==> config.mk <==
export PLATFORM = sky130hd
export DESIGN_NAME = host_slave_switch_ctrl
export DESIGN_NICKNAME = d
export VERILOG_FILES = /design/src/rtl/host_slave_switch_ctrl.sv
export SDC_FILE = /design/constraint.sdc
export NUM_CORES = 1
export LEC_CHECK = 0
export BUFFER_PORTS_ARGS = -buffer_cell sky130_fd_sc_hd__buf_4
export CAP_MARGIN = 20
export CORE_MARGIN = 2
export CORE_UTILIZATION = 50
export DETAILED_ROUTE_END_ITERATION = 10
export GPL_TIMING_DRIVEN = 1
export PLACE_DENSITY = 0.83
export SKIP_LAST_GASP = 1
export SYNTH_ARGS = -nofsm -noshare
export SYNTH_HDL_FRONTEND = slang
export SYNTH_SLANG_ARGS = --single-unit
==> constraint.sdc <==
create_clock -name usbClk -period 4 [get_ports usbClk]
set_clock_uncertainty 0.15 [all_clocks]
set_input_delay 0.6 -clock usbClk [delete_from_list [all_inputs] [get_ports usbClk]]
set_output_delay 0.6 -clock usbClk [all_outputs]
set_load 0.05 [all_outputs]
==> src/rtl/host_slave_switch_ctrl.sv <==
// Host/slave role sequencer for the shared USB SIE: drain, soft-reset, flip hostMode, settle.
// Build option: define HOST_SLAVE_SWITCH_TIMEOUT_EN to bound the DRAIN dwell by IDLE_TIMEOUT.
//   state    | meaning
//   S_IDLE   | role stable, waiting for modeReq to differ from hostMode
//   S_DRAIN  | port writes blocked, waiting for two consecutive SIE idle cycles
//   S_RESET  | SIE soft reset held for RST_CYCLES
//   S_SETTLE | new role applied, line quiet for SETTLE_CYCLES
module host_slave_switch_ctrl #(
  parameter int unsigned RST_CYCLES    = 16,
  parameter int unsigned SETTLE_CYCLES = 8,
  parameter int unsigned IDLE_TIMEOUT  = 255,
  parameter bit          DEFAULT_MODE  = 1'b0
) (
  input  logic usbClk,
  input  logic rstn,
  input  logic modeReq,
  input  logic sieBusy,
  output logic hostMode,
  output logic sieRst,
  output logic portWEnBlock,
  output logic busy,
  output logic switchDone,
  output logic switchTimeout
);

  typedef enum logic [1:0] {S_IDLE, S_DRAIN, S_RESET, S_SETTLE} state_e;

  localparam logic [7:0] RST_LAST    = 8'(RST_CYCLES - 1);
  localparam logic [7:0] SETTLE_LAST = 8'(SETTLE_CYCLES - 1);
  localparam logic [7:0] TOUT_LAST   = 8'(IDLE_TIMEOUT - 1);

  state_e     state_q, state_d;
  logic [7:0] cnt_q, cnt_d;
  logic       idle_q, idle_d;
  logic       host_mode_q, host_mode_d;
  logic       done_d, tout_d;
  logic       sie_rst_q, block_q, done_q, tout_q;

  always_comb begin
    state_d     = state_q;
    cnt_d       = cnt_q;
    idle_d      = 1'b0;
    host_mode_d = host_mode_q;
    done_d      = 1'b0;
    tout_d      = 1'b0;
    case (state_q)
      S_IDLE: begin
        cnt_d = '0;
        if (modeReq != host_mode_q) state_d = S_DRAIN;
      end
      S_DRAIN: begin
        idle_d = ~sieBusy;
`ifdef HOST_SLAVE_SWITCH_TIMEOUT_EN
        cnt_d  = cnt_q + 8'd1;
`else
        // dwell count parks instead of wrapping; nothing consumes it in this build
        cnt_d  = (cnt_q == TOUT_LAST) ? cnt_q : cnt_q + 8'd1;
`endif
        if (modeReq == host_mode_q) begin
          state_d = S_IDLE;
          cnt_d   = '0;
          idle_d  = 1'b0;
        end else if (!sieBusy && idle_q) begin
          state_d = S_RESET;
          cnt_d   = '0;
          idle_d  = 1'b0;
`ifdef HOST_SLAVE_SWITCH_TIMEOUT_EN
        end else if (cnt_q == TOUT_LAST) begin
          state_d = S_RESET;
          cnt_d   = '0;
          idle_d  = 1'b0;
          tout_d  = 1'b1;
`endif
        end
      end
      S_RESET: begin
        if (cnt_q == RST_LAST) begin
          state_d     = S_SETTLE;
          cnt_d       = '0;
          host_mode_d = ~host_mode_q;
        end else begin
          cnt_d = cnt_q + 8'd1;
        end
      end
      S_SETTLE: begin
        if (cnt_q == SETTLE_LAST) begin
          state_d = S_IDLE;
          cnt_d   = '0;
          done_d  = 1'b1;
        end else begin
          cnt_d = cnt_q + 8'd1;
        end
      end
      default: begin
        state_d = S_IDLE;
        cnt_d   = '0;
      end
    endcase
  end

  // Outputs are decoded from the next state so they line up with the state register.
  always_ff @(posedge usbClk) begin
    if (!rstn) begin
      state_q     <= S_IDLE;
      cnt_q       <= '0;
      idle_q      <= 1'b0;
      host_mode_q <= DEFAULT_MODE;
      sie_rst_q   <= 1'b0;
      block_q     <= 1'b0;
      done_q      <= 1'b0;
      tout_q      <= 1'b0;
    end else begin
      state_q     <= state_d;
      cnt_q       <= cnt_d;
      idle_q      <= idle_d;
      host_mode_q <= host_mode_d;
      sie_rst_q   <= (state_d == S_RESET);
      block_q     <= (state_d != S_IDLE);
      done_q      <= done_d;
      tout_q      <= tout_d;
    end
  end

  assign hostMode      = host_mode_q;
  assign sieRst        = sie_rst_q;
  assign portWEnBlock  = block_q;
  assign busy          = block_q;
  assign switchDone    = done_q;
  assign switchTimeout = tout_q;

endmodule

==> flow_summary.ini <==
[run_status]
status = finished clean

[clock_network]
cts_hold_buffers = 0
cts_max_level = 1
numCtsBuffers = 3
cts_resized = 0
cts_setup_buffers = 0
clock_sinks = 15
cts_tree = yes
clk_pin_slew_ns = 0.08
insertion_delay_ns = 0.29
clockBufferDepth = 2
cts_root_buf = clkbuf_4

[power]
comb_power_share_pct = 7.6
irDropWorstVdd_uv = 207
leakagePower_nw = 0.342
power_density_mw_per_mm2 = 309
p_int_mw = 0.197
switching_power_mw = 0.0611
pwr-share-clk_pct = 33.0
p_seq_share_pct = 59.4
swShare_pct = 23.7

[grt]
grt_max_degree = 11
grt_pass1_wl_um = 2480
grt_usage_pct = 18.5
antenna_found_initial = 0
overflow = 0
first_global_vias = 566

[cells_and_area]
diodes = 0
drive_above_1_share_pct = 15.2
finish.net_count = 99
multi_input_area_um2 = 427
n_fill_cell = 134
most-common-layout-cells = dfxtp_1, buf_4, and2_1, nand2_1, nand3_1
layout_commonest_cell = dfxtp_1
postLayoutCellArea_um2 = 837
area_delta_synth_final_pct = 10.4
seqCellArea_um2 = 300

[synthesis]
synth.avg_cell_area_um2 = 9.03
synth_edf_count = 0
syn-num-nets = 90
synth_ff_type = dfxtp_1
synth-seq-cells = 15
synthArstFlopShare_pct = 0
synth_cell_type_count = 34
synth_warnings = 0
synthesis.instances = 84
yosysSeqAreaShare_pct = 39.6
syn_area_um2 = 758

[detailed_routing]
drc = 0
final_antenna_net_count = 0
wl_um = 1460
first_pass_iters = 4
vias = 654
drt_iter0_drc = 18
routed_via_density = 6.06
wl_per_cell_um = 13.5

[sta]
worstMarginPinSlew_ns = 0.574
min_period_ns = 1.89
maxSlewViolCount = 0
finalCritPeriodShare_pct = 47.4
rsz0062_at_grt = no
setup-violations-final = 0
fmax_mhz = 528
slew_headroom_pct = 61.4
hold_viol = 0
finalSetupTns_ns = 0

[critical_path]
crit_path_frequent_cell = o31a_1
cp_top_family = compound AO/OA/AOI/OAI gates
worst_setup_path_start_kind = flop
slowest_delay_ns = 0.56
path_cells = or4_4, o31a_1, o31a_1, a21o_1
arrival_ns = 1.94
critPathBufInv = 0
critPathCaptureType = flop
critPathMaxFanout = 8
crit_required_ns = 4.04
path_class = flop to flop
cp_slowest_cell = or4_4

[min_path]
hp-class = flop to flop

[place]
dp_hpwl_um = 1100
gp_congestion = 0.876
dpl_cell_area_um2 = 811
port_buffers = 8

[floorplanning]
io_pins = 10
rows = 14
dieArea_mm2 = 0.00184
die_y_um = 42.9
core_area_mm2 = 0.00147
start_util_pct = 51.5
dieWidth_um = 42.9

[run]
drv_cap = 0
## worst paths after layout
| check | from | endpoint | slack, ns | depth (start not counted) |
|---|---|---|---|---|
| max | cnt_q[4] | busy | 2.11 | 4 |
| min | cnt_q[1] | cnt_q[1] | 0.38 | 2 |
| max reg2reg | cnt_q[4] | busy | 2.11 | 4 |
| min reg2reg | cnt_q[1] | cnt_q[1] | 0.38 | 2 |
## through the flow
step           hold WS [ns]  worst slack (ns)  power, mW  util, %  cells
3_5_place_dp          0.374              1.97      0.177     55.1    104
2_1_floorplan         0.340              2.18      0.173        -     84
5_1_grt               0.430              2.02      0.272     56.9    108
6_report              0.384              2.11      0.258     56.9    108
4_1_cts               0.389              2.10      0.262     56.9    108
3_3_place_gp          0.378              2.10      0.176     55.1    104
## worst reg2reg max path, stage by stage, from the launching register on
cell	delay, ns
dfxtp_1	0.38
or4_4	0.57
o31a_1	0.29
o31a_1	0.26
a21o_1	0.15
## cell type report
class / instances / share of cell area, %
multi-input cells: 64 / 51.0
flip-flops and latches: 15 / 35.9
repair buffers: 8 / 7.17
clock buffers: 4 / 3.14
well taps: 16 / 2.39
inverters: 1 / 0.448
## synth_stat cells, drive strengths merged (3+ instances only)
cell type	instances	area (µm²)
xor2	3	26.3
and2	5	31.3
nand3	5	25.0
a21oi	3	15.0
nor2b	4	25.0
and4	3	26.3
nand2	5	18.8
dfxtp	15	300
nand4	4	25.0
a31oi	3	18.8
nor2	3	11.3
buf	4	27.5
## layer usage
| metal | wire length, µm | vias up | track usage (%) |
|---|---|---|---|
| li1 | - | 328 | - |
| met3 | 105 | 5 | 7.66 |
| met5 | 0 | - | 0 |
| met1 | 635 | 298 | 22.5 |
| met4 | 29 | 0 | 5.45 |
| met2 | 685 | 23 | 29.7 |
## sequential cells by signal (all words and copies together) (netlist names)
signal and count:
idle_q 1, switchDone 1, cnt_q 8, sieRst 1
busy 1, hostMode 1, state_q 2
## cells by family (layout without fill, tap and decap cells)
kind of cell / Yosys count / count (layout) / share of synthesized area [%]
compound gates: 19 / 19 / 17.7
xor+xnor: 4 / 4 / 4.62
fa+ha+maj: 2 / 2 / 3.30
buf+inv: 5 / 13 / 4.12
flops: 15 / 15 / 39.6
other cells: 1 / 1 / 0.495
simple gates: 38 / 38 / 30.2
## power by group through the flow
| stage | Sequential (mW) | Clock (mW) | Combinational (mW) |
|---|---|---|---|
| global route | 0.154 | 0.0973 | 0.0208 |
| CTS | 0.153 | 0.0888 | 0.0197 |
| global placement | 0.157 | 0 | 0.0192 |
| floorplan | 0.158 | 0 | 0.0146 |
| detailed placement | 0.157 | 0 | 0.0197 |
| finish | 0.153 | 0.0852 | 0.0196 |
Note: power is estimated with default switching activity, not from simulation.
